**config.mk**
```make
export PLATFORM = sky130hd
export DESIGN_NAME = aux_rail_seq_flat
export DESIGN_NICKNAME = d
export VERILOG_FILES = /design/src/rtl/aux_rail_seq_if.sv /design/src/rtl/aux_rail_seq.sv /design/src/flat_wrapper.sv
export SDC_FILE = /design/constraint.sdc
export NUM_CORES = 1
export LEC_CHECK = 0
export ABC_AREA = 1
export BUFFER_PORTS_ARGS = -buffer_cell sky130_fd_sc_hd__buf_2
export CORE_ASPECT_RATIO = 0.6
export CORE_MARGIN = 10
export CORE_UTILIZATION = 57
export CTS_CLUSTER_DIAMETER = 30
export CTS_CLUSTER_SIZE = 20
export DETAILED_ROUTE_END_ITERATION = 6
export PLACE_DENSITY = 0.77
export SYNTH_ARGS = -nofsm -noshare
export SYNTH_HDL_FRONTEND = slang
export SYNTH_SLANG_ARGS = --single-unit
```
**constraint.sdc**
```tcl
create_clock -name iClk -period 3.9 [get_ports iClk]
set_clock_uncertainty 0.2 [all_clocks]
set_input_delay 0.39 -clock iClk [delete_from_list [all_inputs] [get_ports iClk]]
set_output_delay 0.39 -clock iClk [all_outputs]
set_load 0.05 [all_outputs]
```
**src/rtl/aux_rail_seq_if.sv**
```systemverilog
// aux_rail_seq_if -- control/status bundle for the auxiliary rail sequencer.
//   master : the platform side (drives tick, requests, PWRGD, Dediprog busy)
//   slave  : the sequencer (drives VR enables, SRST#, status, fault mask, state)
// Signals:
//   i1mSCE       1 ms single-cycle enable
//   iGoOutFltSt  fault-clear request
//   iPwrReq      power request, low asks for power-down
//   ivPwrgd      per-rail PWRGD
//   iDediBusy_n  low while the Dediprog programmer owns the flash
//   ovVrEn       per-rail VR enable
//   oSrst_n      BMC SRST#
//   oAllPwrgd    all rails good in ON
//   oPwrFlt      sticky fault flag
//   ovFltRail    latched faulting-rail mask
//   ovState      FSM state encoding
interface aux_rail_seq_if #(
    parameter int NUM_RAILS = 4
);
    logic                 i1mSCE;
    logic                 iGoOutFltSt;
    logic                 iPwrReq;
    logic [NUM_RAILS-1:0] ivPwrgd;
    logic                 iDediBusy_n;
    logic [NUM_RAILS-1:0] ovVrEn;
    logic                 oSrst_n;
    logic                 oAllPwrgd;
    logic                 oPwrFlt;
    logic [NUM_RAILS-1:0] ovFltRail;
    logic [2:0]           ovState;

    modport master (
        output i1mSCE, iGoOutFltSt, iPwrReq, ivPwrgd, iDediBusy_n,
        input  ovVrEn, oSrst_n, oAllPwrgd, oPwrFlt, ovFltRail, ovState
    );

    modport slave (
        input  i1mSCE, iGoOutFltSt, iPwrReq, ivPwrgd, iDediBusy_n,
        output ovVrEn, oSrst_n, oAllPwrgd, oPwrFlt, ovFltRail, ovState
    );
endinterface

```
**src/rtl/aux_rail_seq.sv**
```systemverilog
// aux_rail_seq -- powers NUM_RAILS VR rails up in order (rail 0 first), checks
// PWRGD timeouts and losses, powers them down in reverse order, and gates the
// BMC SRST# release on a settle delay and Dediprog ownership of the flash.
// Ports:
//   iClk  system clock
//   iRst  synchronous active-high reset
//   bus   aux_rail_seq_if.slave (tick, requests, PWRGD in; enables/status out)
// Every output is a register; the comb blocks compute their next values.
module aux_rail_seq #(
    parameter int NUM_RAILS     = 4,
    parameter int PG_TIMEOUT_MS = 10,
    parameter int STABLE_MS     = 1,
    parameter int RST_DLY_MS    = 2
) (
    input  logic           iClk,
    input  logic           iRst,
    aux_rail_seq_if.slave  bus
);
    localparam int IW = (NUM_RAILS > 1) ? $clog2(NUM_RAILS) : 1;

    typedef enum logic [2:0] {
        OFF     = 3'd0,
        STABLE  = 3'd1,
        RAMP_UP = 3'd2,
        ON      = 3'd3,
        RAMP_DN = 3'd4,
        FAULT   = 3'd5
    } state_t;

    state_t               state, state_nxt;
    logic [IW-1:0]        idx, idx_nxt;
    logic [7:0]           cnt, cnt_nxt;
    logic [NUM_RAILS-1:0] vr_en, vr_en_nxt;
    logic [NUM_RAILS-1:0] flt_rail, flt_rail_nxt;
    logic [NUM_RAILS-1:0] fault_mask;
    logic                 srst_n, srst_n_nxt;
    logic                 all_pg, all_pg_nxt;
    logic                 pwr_flt, pwr_flt_nxt;
    logic                 fault, pg_cur, tmo;

    assign pg_cur = bus.ivPwrgd[idx];
    assign tmo    = (cnt == 8'(PG_TIMEOUT_MS));

    // Per-rail fault sources: during ramp-up the current rail can time out and
    // the rails already passed can drop; in ON any enabled rail can drop.
    always_comb begin
        fault_mask = '0;
        for (int r = 0; r < NUM_RAILS; r++) begin
            if (state == RAMP_UP) begin
                if ((IW'(r) < idx) && vr_en[r] && !bus.ivPwrgd[r])
                    fault_mask[r] = 1'b1;
                if ((IW'(r) == idx) && tmo && !bus.ivPwrgd[r])
                    fault_mask[r] = 1'b1;
            end else if (state == ON) begin
                if (vr_en[r] && !bus.ivPwrgd[r])
                    fault_mask[r] = 1'b1;
            end
        end
    end
    assign fault = |fault_mask;

    // State register and registered outputs.
    always_ff @(posedge iClk) begin
        if (iRst) begin
            state    <= OFF;
            idx      <= '0;
            cnt      <= '0;
            vr_en    <= '0;
            srst_n   <= 1'b0;
            all_pg   <= 1'b0;
            pwr_flt  <= 1'b0;
            flt_rail <= '0;
        end else begin
            state    <= state_nxt;
            idx      <= idx_nxt;
            cnt      <= cnt_nxt;
            vr_en    <= vr_en_nxt;
            srst_n   <= srst_n_nxt;
            all_pg   <= all_pg_nxt;
            pwr_flt  <= pwr_flt_nxt;
            flt_rail <= flt_rail_nxt;
        end
    end

    // Next state and rail index. Faults win over a power request fall.
    always_comb begin
        state_nxt = state;
        idx_nxt   = idx;
        case (state)
            OFF: begin
                idx_nxt = '0;
                if (bus.iPwrReq) state_nxt = STABLE;
            end
            STABLE: begin
                if (!bus.iPwrReq)
                    state_nxt = OFF;
                else if (cnt >= 8'(STABLE_MS)) begin
                    state_nxt = RAMP_UP;
                    idx_nxt   = '0;
                end
            end
            RAMP_UP: begin
                if (fault)
                    state_nxt = FAULT;
                else if (!bus.iPwrReq)
                    state_nxt = RAMP_DN;      // idx already is the highest enabled rail
                else if (pg_cur) begin
                    if (idx == IW'(NUM_RAILS - 1)) state_nxt = ON;
                    else                           idx_nxt   = idx + IW'(1);
                end
            end
            ON: begin
                if (fault)               state_nxt = FAULT;
                else if (!bus.iPwrReq)   state_nxt = RAMP_DN;
            end
            RAMP_DN: begin
                // Power request is ignored here; a stuck PWRGD only delays the step.
                if (!pg_cur || tmo) begin
                    if (idx == '0) state_nxt = OFF;
                    else           idx_nxt   = idx - IW'(1);
                end
            end
            FAULT: begin
                idx_nxt = '0;
                if (bus.iGoOutFltSt) state_nxt = OFF;
            end
            default: begin
                state_nxt = OFF;
                idx_nxt   = '0;
            end
        endcase
    end

    // Next values of the registered outputs and the ms counter.
    always_comb begin
        vr_en_nxt    = vr_en;
        pwr_flt_nxt  = pwr_flt;
        flt_rail_nxt = flt_rail;

        if (state == STABLE && state_nxt == RAMP_UP)
            vr_en_nxt = NUM_RAILS'(1);
        else if (state == RAMP_UP && state_nxt == RAMP_UP && idx_nxt != idx)
            vr_en_nxt[idx_nxt] = 1'b1;
        else if (state == RAMP_DN)
            vr_en_nxt[idx] = 1'b0;

        if (state_nxt == FAULT || state_nxt == OFF)
            vr_en_nxt = '0;

        if (fault) begin
            pwr_flt_nxt  = 1'b1;
            flt_rail_nxt = fault_mask;
        end
        if (state == FAULT && state_nxt == OFF) begin
            pwr_flt_nxt  = 1'b0;
            flt_rail_nxt = '0;
        end

        // Requiring ON now and next drops SRST# on the same edge that leaves ON.
        srst_n_nxt = (state == ON) && (state_nxt == ON) &&
                     (cnt >= 8'(RST_DLY_MS)) && bus.iDediBusy_n;
        all_pg_nxt = (state_nxt == ON) && (&bus.ivPwrgd);

        if (state_nxt != state || idx_nxt != idx)
            cnt_nxt = '0;
        else if (bus.i1mSCE && cnt != 8'hFF)
            cnt_nxt = cnt + 8'd1;
        else
            cnt_nxt = cnt;
    end

    assign bus.ovVrEn    = vr_en;
    assign bus.oSrst_n   = srst_n;
    assign bus.oAllPwrgd = all_pg;
    assign bus.oPwrFlt   = pwr_flt;
    assign bus.ovFltRail = flt_rail;
    assign bus.ovState   = state;
endmodule

```
**src/flat_wrapper.sv**
```systemverilog
// flat-port wrapper written by rule: the top's interface ports become plain ports
module aux_rail_seq_flat 
#(
    parameter int NUM_RAILS     = 4,
    parameter int PG_TIMEOUT_MS = 10,
    parameter int STABLE_MS     = 1,
    parameter int RST_DLY_MS    = 2
)
  (iClk, iRst, bus_i1mSCE, bus_iGoOutFltSt, bus_iPwrReq, bus_ivPwrgd, bus_iDediBusy_n, bus_ovVrEn, bus_oSrst_n, bus_oAllPwrgd, bus_oPwrFlt, bus_ovFltRail, bus_ovState);
  aux_rail_seq_if #(.NUM_RAILS(NUM_RAILS)) bus_i ();
  input  logic iClk;
  input  logic iRst;
  input wire logic [$bits(bus_i.i1mSCE)-1:0] bus_i1mSCE;
  input wire logic [$bits(bus_i.iGoOutFltSt)-1:0] bus_iGoOutFltSt;
  input wire logic [$bits(bus_i.iPwrReq)-1:0] bus_iPwrReq;
  input wire logic [$bits(bus_i.ivPwrgd)-1:0] bus_ivPwrgd;
  input wire logic [$bits(bus_i.iDediBusy_n)-1:0] bus_iDediBusy_n;
  output wire logic [$bits(bus_i.ovVrEn)-1:0] bus_ovVrEn;
  output wire logic [$bits(bus_i.oSrst_n)-1:0] bus_oSrst_n;
  output wire logic [$bits(bus_i.oAllPwrgd)-1:0] bus_oAllPwrgd;
  output wire logic [$bits(bus_i.oPwrFlt)-1:0] bus_oPwrFlt;
  output wire logic [$bits(bus_i.ovFltRail)-1:0] bus_ovFltRail;
  output wire logic [$bits(bus_i.ovState)-1:0] bus_ovState;
  assign bus_i.i1mSCE = bus_i1mSCE;
  assign bus_i.iGoOutFltSt = bus_iGoOutFltSt;
  assign bus_i.iPwrReq = bus_iPwrReq;
  assign bus_i.ivPwrgd = bus_ivPwrgd;
  assign bus_i.iDediBusy_n = bus_iDediBusy_n;
  assign bus_ovVrEn = bus_i.ovVrEn;
  assign bus_oSrst_n = bus_i.oSrst_n;
  assign bus_oAllPwrgd = bus_i.oAllPwrgd;
  assign bus_oPwrFlt = bus_i.oPwrFlt;
  assign bus_ovFltRail = bus_i.ovFltRail;
  assign bus_ovState = bus_i.ovState;
  aux_rail_seq #(.NUM_RAILS(NUM_RAILS), .PG_TIMEOUT_MS(PG_TIMEOUT_MS), .STABLE_MS(STABLE_MS), .RST_DLY_MS(RST_DLY_MS)) u_core (.iClk(iClk), .iRst(iRst), .bus(bus_i));
endmodule
```
# After elaboration in Yosys (flattened, before gate mapping)
# Index checks and enable logic that the tools add are counted.
# word_totals
register_bits,24
input_bits,10
out_inout_bits,14
word_cells,142
# op_classes
addsub,3
order_cmp,10
eq_ne,16
mux,51
bitwise,3
reduce_logical,50
# ops
operator,n
$mux 3,12
$logic_and 1x1->1,31
$mux 1,24
$pmux 3 s6,1
$mux 2,8
$eq 3x2->1 const B,4
$eq 3x3->1 const B,3
$add 8x1->8 const B,1
$eq 8x4->1 const B,1
$ge 8x1->1 const B,1
$ge 8x2->1 const B,1
$mux 4,2
$ne 8x8->1 const B,1
$pmux 2 s4,1
$logic_not 3->1,2
$lt 2x3->1 const B,2
$reduce_or 2->1,3
$logic_not 1->1,5
$and 4x4->4,1
$demux 1 s2,2
$eq 2x2->1 const A,2
$ge 2x1->1 const B,2
$lt 1x2->1 const A,2
$lt 2x2->1 const A,2
17 further kinds,19

# Logic depth before layout (Yosys ltp)
# Gate-level depths: netlist (run 1).
# depth
word_depth,16
mapped_depth,21
depth_no_buf,21

# Worst setup path before layout (run 1)
# Ideal clock, no wire load.
# synth_timing
kind,flip-flop to flip-flop
from,"register u_core.state[1], in the netlist u_core.bus.ovState[1]"
to,"register u_core.vr_en[0], in the netlist u_core.bus.ovVrEn[0]"
setup_time_ns,0.109
arrival_ns,2.189
required_ns,3.591
path_slack_ns,1.402
stages_incl_launch_ff,22
path_buffers,0
period_less_slack_ns,2.498
cell_sequence,dfxtp_1 -> inv_2 -> nor2_4 -> inv_2 -> nor2_4 -> nand2_2 -> nand2_1 -> nand2_1 -> nand2_1 -> inv_2 -> nand2_4 -> nand2_2 -> nand3_2 -> nand2_2 -> nand2_2 -> nand3_4 -> nand2_4 -> nand2_1 -> nand2_1 -> nand3_1 -> nand2_1 -> inv_1
# synth_via
elab_chain_cells,13
elab_cells_between_ends,48
classes_between,order compare (2); eq/ne (8); mux (27); bitwise (1); reduce/logical (10)
# synth_lines
element,line,text
start: declaration,aux_rail_seq.sv:30,"state_t state, state_nxt;"
start signal: assignment,aux_rail_seq.sv:74,state <= state_nxt;
$eq 3x2->1,"aux_rail_seq.sv:54, aux_rail_seq.sv:89",
$mux 1,aux_rail_seq.sv:54,end else if (state == ON) begin
$mux 1,aux_rail_seq.sv:49,if (state == RAMP_UP) begin
$reduce_or 4->1,aux_rail_seq.sv:60,assign fault = |fault_mask;
$mux 2,aux_rail_seq.sv:103,if (fault)
$pmux 2 s4,aux_rail_seq.sv:89,case (state)
$lt 2x3->1 (not written as such) / $ge 2x1->1 (equally long branches),aux_rail_seq.sv:143,vr_en_nxt[idx_nxt] = 1'b1;
$logic_and 1x1->1 (not written as such),aux_rail_seq.sv:143,
$mux 1 (not written as such),aux_rail_seq.sv:143,
$demux 1 s2,n/a,
$or 4x4->4 (no line),n/a,
$mux 4,aux_rail_seq.sv:142,else if (state == RAMP_UP && state_nxt == RAMP_UP && idx_nxt != idx)
$mux 1,aux_rail_seq.sv:140,if (state == STABLE && state_nxt == RAMP_UP)
end signal: assignment,aux_rail_seq.sv:77,vr_en <= vr_en_nxt;
end: declaration,aux_rail_seq.sv:33,"logic [NUM_RAILS-1:0] vr_en, vr_en_nxt;"
# Several ways; a longest one is shown, not always the timed one.
# A chain may end at the register's enable or synchronous reset.

# Final worst setup path (run 1)
# layout_timing
from,register u_core.cnt[0]
to,"register u_core.vr_en[1], in the netlist u_core.bus.ovVrEn[1]"
# layout_via
elab_chain_cells,14
elab_cells_between_ends,48
classes_between,order compare (3); eq/ne (4); mux (22); bitwise (1); reduce/logical (18)
# layout_lines
element,line,text
start: declaration,aux_rail_seq.sv:32,"logic [7:0] cnt, cnt_nxt;"
start signal: assignment,aux_rail_seq.sv:76,cnt <= cnt_nxt;
$eq 8x4->1,aux_rail_seq.sv:42,assign tmo = (cnt == 8'(PG_TIMEOUT_MS));
$logic_and 1x1->1 (2 in a row),aux_rail_seq.sv:52,if ((IW'(r) == idx) && tmo && !bus.ivPwrgd[r])
$mux 1,aux_rail_seq.sv:52,
$mux 1,aux_rail_seq.sv:49,
$reduce_or 4->1,aux_rail_seq.sv:60,
$mux 2,aux_rail_seq.sv:103,
$pmux 2 s4,aux_rail_seq.sv:89,
$lt 2x3->1 (not written as such) / $ge 2x1->1 (equally long branches),aux_rail_seq.sv:143,
$logic_and 1x1->1 (not written as such),aux_rail_seq.sv:143,
$mux 1 (not written as such),aux_rail_seq.sv:143,
$demux 1 s2,n/a,
$or 4x4->4 (no line),n/a,
$mux 4,aux_rail_seq.sv:142,
# Several ways; a longest one is shown, not always the timed one.

==> results of run 1 <==
[kinds of logic (layout without fill, tap and decap cells)]
| family | count (synthesis) | in the layout | synth area share |
|---|---|---|---|
| flops | 24 | 24 | 0.286 |
| compound gates | 35 | 35 | 0.134 |
| buf+inv | 44 | 69 | 0.104 |
| simple gates | 135 | 135 | 0.410 |
| xor+xnor | 7 | 7 | 0.0364 |
| fa+ha+maj | 4 | 4 | 0.0297 |
[flip-flops by register name (all words and copies together) (netlist names)]
name / flops
u_core.bus.oPwrFlt: 1
u_core.bus.ovVrEn: 4
u_core.bus.ovState: 3
u_core.bus.ovFltRail: 4
u_core.cnt: 8
u_core.bus.oSrst_n: 1
u_core.bus.oAllPwrgd: 1
u_core.idx: 2
[power breakdown]
group	total, mW	switching, mW	internal (mW)
clock	0.173	0.0832	0.0902
sequential	0.255	0.00629	0.249
combinational	0.0890	0.0622	0.0268
total	0.518	0.152	0.366
[how the worst max path moves through the flow]
stage                                     start              endpoint  slack (ps)  depth (start not counted)
after floorplan           u_core.bus.ovState[1]  u_core.bus.ovVrEn[0]        1400                         21
after global placement            u_core.cnt[0]  u_core.bus.ovVrEn[3]        1340                         19
after detailed placement          u_core.cnt[0]  u_core.bus.ovVrEn[3]        1290                         19
after CTS                         u_core.cnt[0]  u_core.bus.ovVrEn[1]        1190                         19
after global routing              u_core.cnt[0]  u_core.bus.ovVrEn[1]         910                         19
final                             u_core.cnt[0]  u_core.bus.ovVrEn[1]        1140                         19
[metal layers]
metal | vias to the layer above | track usage | routed length, um
met5 | - | 0 | 0
met4 | 0 | 0.0405 | 29
met3 | 4 | 0.0528 | 518
met2 | 74 | 0.228 | 1670
met1 | 706 | 0.234 | 2260
li1 | 849 | - | -
[cells in the mapped netlist, drive strengths merged]
cell type / number
nor3: 13
a21oi: 16
buf: 2
nand4: 3
a211oi: 1
o211ai: 4
o21ai: 12
dfxtp: 24
xor2: 6
o22ai: 1
a31oi: 1
nand3: 19
inv: 42
ha: 4
nor4: 3
xnor2: 1
nor2: 25
nand2: 71
or2: 1
[per-stage QoR]
step	instance area [sq um]	power [mW]
floorplan	1680	0.323
global placement	1840	0.347
detailed placement	1840	0.347
CTS	1890	0.517
global route	1890	0.539
finish	1890	0.518
[cell usage in the layout (no fill, tap or decap), drive strengths merged]
master / synthesis / layout
a31oi: 1 / 1
dfxtp: 24 / 24
clkbuf: 0 / 4
nor2: 25 / 25
ha: 4 / 4
xnor2: 1 / 1
a21oi: 16 / 16
or2: 1 / 1
buf: 2 / 23
nand2: 71 / 71
nor3: 13 / 13
nor4: 3 / 3
xor2: 6 / 6
o211ai: 4 / 4
nand4: 3 / 3
o22ai: 1 / 1
nand3: 19 / 19
o21ai: 12 / 12
a211oi: 1 / 1
inv: 42 / 42
[worst max-delay path, stage by stage (launching register included)]
cell and delay (ps):
dfxtp_1 410, inv_1 110, ha_1 230, nand3_1 130, nor2_4 70, nand3_1 70
nand2_1 50, nand2_1 50, nand2_1 110, nor2_4 170, nand2_4 80, inv_4 110
nand3_1 100, nand2_1 110, nand2_1 80, nor2_2 170, nand2_4 70, nand2_1 80
nand3_1 120, a21oi_2 160
[cell type report]
type	instances	area, sq um	area share
Multi-Input combinational cell	181	1030	0.543
Sequential cell	24	480	0.254
Inverter	42	163	0.0859
Timing Repair Buffer	23	115	0.0608
Clock buffer	4	55.1	0.0291
Tap cell	42	52.6	0.0278
==> flow_metrics.env, run 1 <==
export IMPL_status="complete, no violations"
export IMPL_cts_buffer_depth=2
export IMPL_antennaDiodeCount=0
export IMPL_syn_area_sq_mm=0.00168
export IMPL_rsz0062_at_grt="no"
export IMPL_fin_util=0.664
export IMPL_post_cts_buffers=0
export IMPL_syn_nets=263
export IMPL_power_density_mw_per_mm2=273
export IMPL_yosysUniqueCellTypes=34
export IMPL_fin_crit_sh=0.708
export IMPL_grt_pass1_wl_um=7330
export IMPL_grt_max_degree=14
export IMPL_postRouteAntennaNets=0
export IMPL_synth_seq_cells=24
export IMPL_required_ps=3900
export IMPL_synth_area_leaders="dfxtp_1 (29%), nand2_1 (14%), inv_1 (7.4%)"
export IMPL_start_util=0.590
export IMPL_synth_seq_area_share=0.286
export IMPL_ff2ff_path_depth=19
export IMPL_whs_ps=167
export IMPL_postRouteWirelength_um=4480
export IMPL_finalWorstSetupSlack_ps=1140
export IMPL_cts_tree="built"
export IMPL_r2r_start="u_core.cnt[0]"
export IMPL_worst_slew_pin_transition_ps=462
export IMPL_hp_start="bus_iDediBusy_n"
export IMPL_postCtsResizedCells=0
export IMPL_holdPathStages=3
export IMPL_slew_violations=0
export IMPL_ys_warn_count=0
export IMPL_yosysTopAreaCell="dfxtp_1"
export IMPL_max_cap_violations=0
export IMPL_cp_max_fo=8
export IMPL_drive_above_1_share=0.245
export IMPL_postSynthCellCount=249
export IMPL_drt_wirelength_per_cell_um=14.2
export IMPL_max_freq_mhz=362
export IMPL_post_route_min_period_ps=2760
export IMPL_drc_errors=0
export IMPL_dp_cells=312
export IMPL_finalSetupTns_ps=0
export IMPL_grt_total_usage=0.164
export IMPL_synth_top_area_frac=0.286
export IMPL_portBuffers=23
export IMPL_rows=15
export IMPL_die_w_um=90.1
export IMPL_hold_path_end="u_core.bus.oSrst_n"
export IMPL_p_leak_nw=0.887
export IMPL_clock_sinks=24
export IMPL_r2r_setup_slack_ps=1140
export IMPL_slew_headroom=0.691
export IMPL_hpwl_um=3570
export IMPL_vias=1633
export IMPL_place_ws_ps=1290
export IMPL_numCtsBuffers=3
export IMPL_endpoint_kind="register"
export IMPL_drt_iter0_markers=233
export IMPL_hold_class="input port to register"
export IMPL_ctsHtreeMaxLevel=1
export IMPL_vias_per_cell=5.17
export IMPL_hold_viol=0
export IMPL_nNetsFinal=289
export IMPL_cts_hold_buf=0
export IMPL_rr_endpoint="u_core.bus.ovVrEn[1]"
export IMPL_final_setup_viol_count=0
export IMPL_worst_ep_arrival_time_ps=2770
export IMPL_clk_latency_ps=270
export IMPL_antenna_found_initial=0
export IMPL_grt_ovfl_total=0
export IMPL_criticalPathCategory="register to register"
export IMPL_syn2layout_area_growth_pct=12.5
export IMPL_die_area_sq_mm=0.00560
export IMPL_pin_count=24
export IMPL_ir_drop_mv=0.177
export IMPL_core_area_sq_mm=0.00285
export IMPL_cts_reportedPaths_clkPinSlew_ps=90
export IMPL_firstDrtPassIters=4
export IMPL_die_h_um=62.1
export IMPL_nFillCells=273
export IMPL_root_buffer="clkbuf_8"
export IMPL_crit_path_start_kind="register"
export IMPL_place_gp_congestion=0.960
export IMPL_syn_area_per_cell_sq_um=6.76
export IMPL_grt_pass1_vias=1502
export IMPL_layoutNonFillerInstCount=316
(Power assumes the default switching activity.)
==> inputs of run 2 (changes only) <==
ABC_AREA = 0   (was 1)
CORE_UTILIZATION = 50   (was 57)
PLACE_DENSITY = 0.72   (was 0.77)
clock period = 2.35 ns   (was 3.9 ns; I/O delays follow)
==> flow_metrics.env, run 2 <==
export IMPL_seqPwrFrac=0.416
export IMPL_largest_reg_flops=8
export IMPL_critical_path_buf_inv_count=3
export IMPL_cp_max_fo=6
export IMPL_path_depth=10
export IMPL_synth_area_leaders="dfxtp_1 (31%), nor2_1 (5.1%), a21oi_1 (4.5%)"
export IMPL_layoutNonFillerInstCount=304
export IMPL_finalSetupTns_ps=-4700
export IMPL_grt_total_usage=0.206
export IMPL_syn_area_per_cell_sq_um=8.23
export IMPL_final_setup_viol_count=23
export IMPL_drt_wirelength_per_cell_um=23.9
export IMPL_synth_most_common_cell="dfxtp_1"
export IMPL_grt_pass1_vias=1927
export IMPL_internal_power_uw=728
export IMPL_start_util=0.531
export IMPL_post_route_min_period_ps=2660
export IMPL_ctsHtreeMaxLevel=1
export IMPL_regArea_sq_um=497
export IMPL_largest_register="u_core.cnt"
export IMPL_multi_input_area_sq_mm=0.00135
export IMPL_cts_reportedPaths_clkPinSlew_ps=100
export IMPL_postRouteAntennaNets=0
export IMPL_nNetsFinal=277
export IMPL_dp_cells=295
export IMPL_swShare=0.284
export IMPL_clk_latency_ps=280
export IMPL_holdPathStages=3
export IMPL_cts_hold_buf=0
export IMPL_power_density_mw_per_mm2=402
export IMPL_status="finished with violations"
export IMPL_die_area_sq_mm=0.00581
export IMPL_finalWorstSetupSlack_ps=-314
export IMPL_ir_drop_mv=0.289
export IMPL_place_gp_congestion=0.983
export IMPL_grt_ovfl_total=0
export IMPL_synth_seq_cells=24
export IMPL_syn_nets=203
export IMPL_endpoint_kind="register"
export IMPL_required_ps=2350
export IMPL_worst_slew_pin_transition_ps=565
export IMPL_synth_ff_type="dfxtp_1"
export IMPL_p_leak_nw=1.00
export IMPL_antenna_found_initial=0
export IMPL_clock_sinks=24
export IMPL_cts_buffer_depth=2
export IMPL_hold_viol=0
export IMPL_switching_power_uw=288
export IMPL_yosysTopAreaCell="dfxtp_1"
export IMPL_pin_count=24
export IMPL_drive_above_1_share=0.553
export IMPL_ys_async_sr_fraction=0
export IMPL_antennaDiodeCount=0
export IMPL_max_freq_mhz=375
export IMPL_rows=15
export IMPL_firstDrtPassIters=5
export IMPL_total_power_mw=1.02
export IMPL_crit_chain="buf_4 > nor3_1 > a311o_1 > and2_4 > o41ai_4 > buf_4 > buf_4 > o31a_1 > nand2_1 > a21oi_1"
export IMPL_yosysUniqueCellTypes=56
export IMPL_fin_crit_sh=1.13
export IMPL_criticalPathCategory="register to register"
export IMPL_final_common_cell="buf_4"
export IMPL_hpwl_um=4540
export IMPL_die_w_um=92
export IMPL_slew_headroom=0.620
export IMPL_crit_path_start_kind="register"
export IMPL_vias_per_cell=6.77
export IMPL_power_frac_clock=0.376
export IMPL_final_cell_mix="buf_4 (52), buf_2 (23), dfxtp_1 (17)"
export IMPL_worst_ep_arrival_time_ps=2660
export IMPL_postSynthCellCount=189
export IMPL_syn_area_sq_mm=0.00156
export IMPL_max_cap_violations=0
export IMPL_die_h_um=63.2
export IMPL_drt_iter0_markers=223
export IMPL_comb_power_share=0.208
export IMPL_postRouteWirelength_um=7270
export IMPL_grt_pass1_wl_um=9960
export IMPL_synth_top_area_frac=0.309
export IMPL_critPathSlowestCell="dfxtp_1"
export IMPL_core_area_sq_mm=0.00293
export IMPL_portBuffers=23
export IMPL_drc_errors=0
export IMPL_numCtsBuffers=3
export IMPL_slew_violations=0
export IMPL_synth_common_cells="dfxtp_1 (24), nor2_1 (21), a21oi_1 (14), nor3_1 (14), nand2_1 (11)"
export IMPL_ff2ff_path_depth=10
export IMPL_rsz0062_at_grt="yes"
export IMPL_max_stage_delay_ps=450
export IMPL_ys_warn_count=0
export IMPL_cts_tree="built"
export IMPL_grt_max_degree=15
export IMPL_violations="setup timing"
export IMPL_synth_seq_area_share=0.309
export IMPL_syn2layout_area_growth_pct=62.5
export IMPL_path_common_cell="buf_4"
export IMPL_root_buffer="clkbuf_8"
export IMPL_hold_class="input port to register"
export IMPL_nFillCells=145
export IMPL_crit_family="compound AO/OA/AOI/OAI gates"
export IMPL_synth_edff_count=0
export IMPL_vias=2059
==> run 2: cell types whose count changed in the layout (fill, tap and decap cells not counted), sizes merged, moves of 3 or more <==
cell | before | now
nand3 | 19 | 4
nand4 | 3 | 6
o21ai | 12 | 6
o31ai | 0 | 4
nand2 | 71 | 11
inv | 42 | 9
nor2 | 25 | 21
nor2b | 0 | 3
o211ai | 4 | 0
and3 | 0 | 6
nand2b | 0 | 3
buf | 23 | 77
==> run 2: power groups by stage <==
stage / Clock, mW / Combinational (mW) / Sequential, mW
after global placement: 0 / 0.158 / 0.429
final: 0.382 / 0.212 / 0.422
after CTS: 0.373 / 0.174 / 0.420
after detailed placement: 0 / 0.162 / 0.430
after global routing: 0.397 / 0.219 / 0.423
after floorplan: 0 / 0.0903 / 0.434
==> run 2: final timing paths <==
path	startpoint	endpoint	slack, ps
max reg2reg	u_core.cnt[3]	u_core.bus.ovVrEn[1]	-310
min reg2reg	u_core.bus.oPwrFlt	u_core.bus.oPwrFlt	340
min	bus_iDediBusy_n	u_core.bus.oSrst_n	60
max	u_core.cnt[3]	u_core.bus.ovVrEn[1]	-310
==> run 2: what timing repair did <==
item	CTS	global route
gates cloned	1	0
setup buffers	1	4
setup endpoints to repair	24	24
hold endpoints to repair	0	0
resized for setup	11	35
pin swaps	4	22
==> run 2: area by class of cell <==
class | count | area share
Clock buffer | 3 | 0.0163
Clock inverter | 1 | 0.0119
Inverter | 9 | 0.0134
Multi-Input combinational cell | 148 | 0.532
Sequential cell | 24 | 0.197
Tap cell | 42 | 0.0208
Timing Repair Buffer | 77 | 0.209
==> run 2: logic make-up (layout without fill, tap and decap cells) <==
family / Yosys count / after routing / synth area share
and+or+nand+nor: 87 / 88 / 0.315
AOI/OAI and AO/OA: 48 / 48 / 0.237
DFF: 24 / 24 / 0.309
buffers and inverters: 18 / 90 / 0.0523
xor gates and xnor gates: 7 / 7 / 0.0394
adders and majority gates: 4 / 4 / 0.0322
muxes: 1 / 1 / 0.0145
==> run 2: metal layers <==
layer  share of wire  up-vias  global-route usage
li1                -      851                   -
met1            0.38      947               0.253
met2            0.43      209               0.328
met3            0.13       52              0.0745
met4           0.053        0              0.0594
met5               0        -                   0
==> run 2: worst register-to-register path, delay by kind of cell (launching register included) <==
kind | cells | cell delay (ps)
flops | 1 | 450
buf+inv | 3 | 470
compound gates | 4 | 1120
simple gates | 3 | 360
==> run 2: metrics by stage <==
stage,utilization,hold slack (ps),worst slack [ps],instance area [sq um]
after floorplan,-,97.7,-151,1710
after global placement,0.749,249,-194,2190
after detailed placement,0.749,276,-338,2190
after CTS,0.795,27.0,-222,2330
after global routing,0.863,58.7,-369,2530
final,0.863,60.3,-314,2530
==> inputs of run 3 (changes only) <==
ABC_AREA = 1   (was 0)
CAP_MARGIN = 20   (was unset)
CORE_UTILIZATION = 51   (was 50)
PLACE_DENSITY = 0.73   (was 0.72)
==> flow_metrics.env, run 3 (synthesis results as in run 1) <==
export IMPL_grt_max_degree=13
export IMPL_ir_drop_mv=0.236
export IMPL_final_setup_viol_count=17
export IMPL_nFillCells=280
export IMPL_regArea_sq_um=489
export IMPL_r2r_start="u_core.cnt[0]"
export IMPL_slew_violations=0
export IMPL_worst_slew_pin_transition_ps=364
export IMPL_postRouteWirelength_um=5140
export IMPL_vias_per_cell=5.30
export IMPL_grt_pass1_wl_um=7580
export IMPL_endpoint_kind="register"
export IMPL_p_leak_nw=1.02
export IMPL_power_density_mw_per_mm2=398
export IMPL_numCtsBuffers=3
export IMPL_cp_max_fo=5
export IMPL_required_ps=2370
export IMPL_die_w_um=94.2
export IMPL_drc_errors=0
export IMPL_place_ws_ps=-103
export IMPL_root_buffer="clkbuf_8"
export IMPL_switching_power_uw=290
export IMPL_antennaDiodeCount=0
export IMPL_multi_input_area_sq_mm=0.00118
export IMPL_drt_wirelength_per_cell_um=15.0
export IMPL_r2r_setup_slack_ps=-60
export IMPL_postRouteAntennaNets=0
export IMPL_holdPathStages=3
export IMPL_post_route_min_period_ps=2410
export IMPL_firstDrtPassIters=4
export IMPL_drive_above_1_share=0.394
export IMPL_hp_start="bus_iDediBusy_n"
export IMPL_final_cell_mix="nand2_1 (56), inv_1 (32), buf_2 (23)"
export IMPL_cts_buffer_depth=2
export IMPL_crit_path_start_kind="register"
export IMPL_rr_endpoint="u_core.bus.ovVrEn[3]"
export IMPL_fin_crit_sh=1.03
export IMPL_hpwl_um=3780
export IMPL_dp_cells=336
export IMPL_vias=1813
export IMPL_clk_latency_ps=270
export IMPL_hold_class="input port to register"
export IMPL_cts_reportedPaths_clkPinSlew_ps=90
export IMPL_layoutNonFillerInstCount=342
export IMPL_portBuffers=23
export IMPL_max_freq_mhz=415
export IMPL_comb_power_share=0.249
export IMPL_grt_ovfl_total=0
export IMPL_internal_power_uw=613
export IMPL_ctsHtreeMaxLevel=1
export IMPL_fin_util=0.707
export IMPL_antenna_found_initial=0
export IMPL_worst_ep_arrival_time_ps=2430
export IMPL_swShare=0.321
export IMPL_finalWorstSetupSlack_ps=-61.3
export IMPL_rsz0062_at_grt="yes"
export IMPL_cts_tree="built"
export IMPL_criticalPathCategory="register to register"
export IMPL_power_frac_clock=0.282
export IMPL_rows=16
export IMPL_start_util=0.525
export IMPL_hold_viol=0
export IMPL_hold_path_end="u_core.bus.oSrst_n"
export IMPL_status="finished with violations"
export IMPL_whs_ps=8.00
export IMPL_core_area_sq_mm=0.00320
export IMPL_pin_count=24
export IMPL_seqPwrFrac=0.469
export IMPL_largest_reg_flops=8
export IMPL_final_common_cell="nand2_1"
export IMPL_grt_total_usage=0.154
export IMPL_syn2layout_area_growth_pct=34.6
export IMPL_slew_headroom=0.755
export IMPL_drt_iter0_markers=199
export IMPL_place_gp_congestion=0.998
export IMPL_clock_sinks=24
export IMPL_cts_hold_buf=0
export IMPL_largest_register="u_core.cnt"
export IMPL_die_h_um=64.5
export IMPL_nNetsFinal=313
export IMPL_ff2ff_path_depth=19
export IMPL_grt_pass1_vias=1516
export IMPL_max_cap_violations=0
export IMPL_die_area_sq_mm=0.00607
export IMPL_violations="setup timing"
[run 3: stage by stage]
stage	power, mW	setup TNS (ps)	cell area, sq um
finish	0.903	-584	2270
global route	0.941	-2020	2270
CTS	0.854	0	2100
detailed placement	0.599	-1020	2020
global placement	0.597	-27.9	2020
floorplan	0.536	0	1690
[run 3: power groups by stage]
| stage | logic (mW) | clock network [mW] | registers [mW] |
|---|---|---|---|
| after global routing | 0.241 | 0.275 | 0.425 |
| after global placement | 0.168 | 0 | 0.430 |
| final | 0.225 | 0.254 | 0.424 |
| after CTS | 0.177 | 0.256 | 0.422 |
| after detailed placement | 0.169 | 0 | 0.430 |
| after floorplan | 0.0967 | 0 | 0.439 |
[run 3: how the worst max path moves through the flow]
stage                           end           from
5_1_grt        u_core.bus.ovVrEn[0]  u_core.cnt[0]
4_1_cts        u_core.bus.ovVrEn[0]  u_core.cnt[0]
2_1_floorplan  u_core.bus.ovVrEn[0]  u_core.cnt[0]
3_5_place_dp          u_core.cnt[5]  u_core.cnt[0]
6_report       u_core.bus.ovVrEn[3]  u_core.cnt[0]
3_3_place_gp   u_core.bus.ovVrEn[0]  u_core.cnt[0]
[run 3: area by class of cell]
| class | instances | share of cell area |
|---|---|---|
| Multi-Input combinational cell | 181 | 0.522 |
| Sequential cell | 24 | 0.216 |
| Timing Repair Buffer | 47 | 0.145 |
| Inverter | 42 | 0.0740 |
| Tap cell | 45 | 0.0248 |
| Clock buffer | 3 | 0.0182 |
[run 3: worst max-delay path, cell delays in order (launching register included)]
cell,delay (ps)
dfxtp_2,370
inv_4,50
ha_4,160
nand3_4,80
nor2_4,60
nand3_2,60
nand2_1,50
nand2_1,90
nand2_2,90
nor2_4,170
nand2_4,90
inv_6,80
nand3_1,80
nand2_1,130
inv_2,60
nand4_2,120
nand3_4,120
nor2_4,130
nand2_1,70
a21oi_2,90
[run 3: what timing repair did]
| action | in CTS | in global routing |
|---|---|---|
| pin swaps | 6 | 12 |
| setup endpoints to repair | 17 | 17 |
| gates resized for setup | 11 | 30 |
| gates cloned | 0 | 0 |
| setup buffers | 1 | 2 |
[run 3: per-layer routing]
| layer | track usage | part of all wire | up-vias |
|---|---|---|---|
| li1 | - | - | 898 |
| met1 | 0.238 | 0.50 | 841 |
| met2 | 0.199 | 0.40 | 69 |
| met3 | 0.0460 | 0.089 | 5 |
| met4 | 0.0302 | 0.0053 | 0 |
| met5 | 0 | 0 | - |
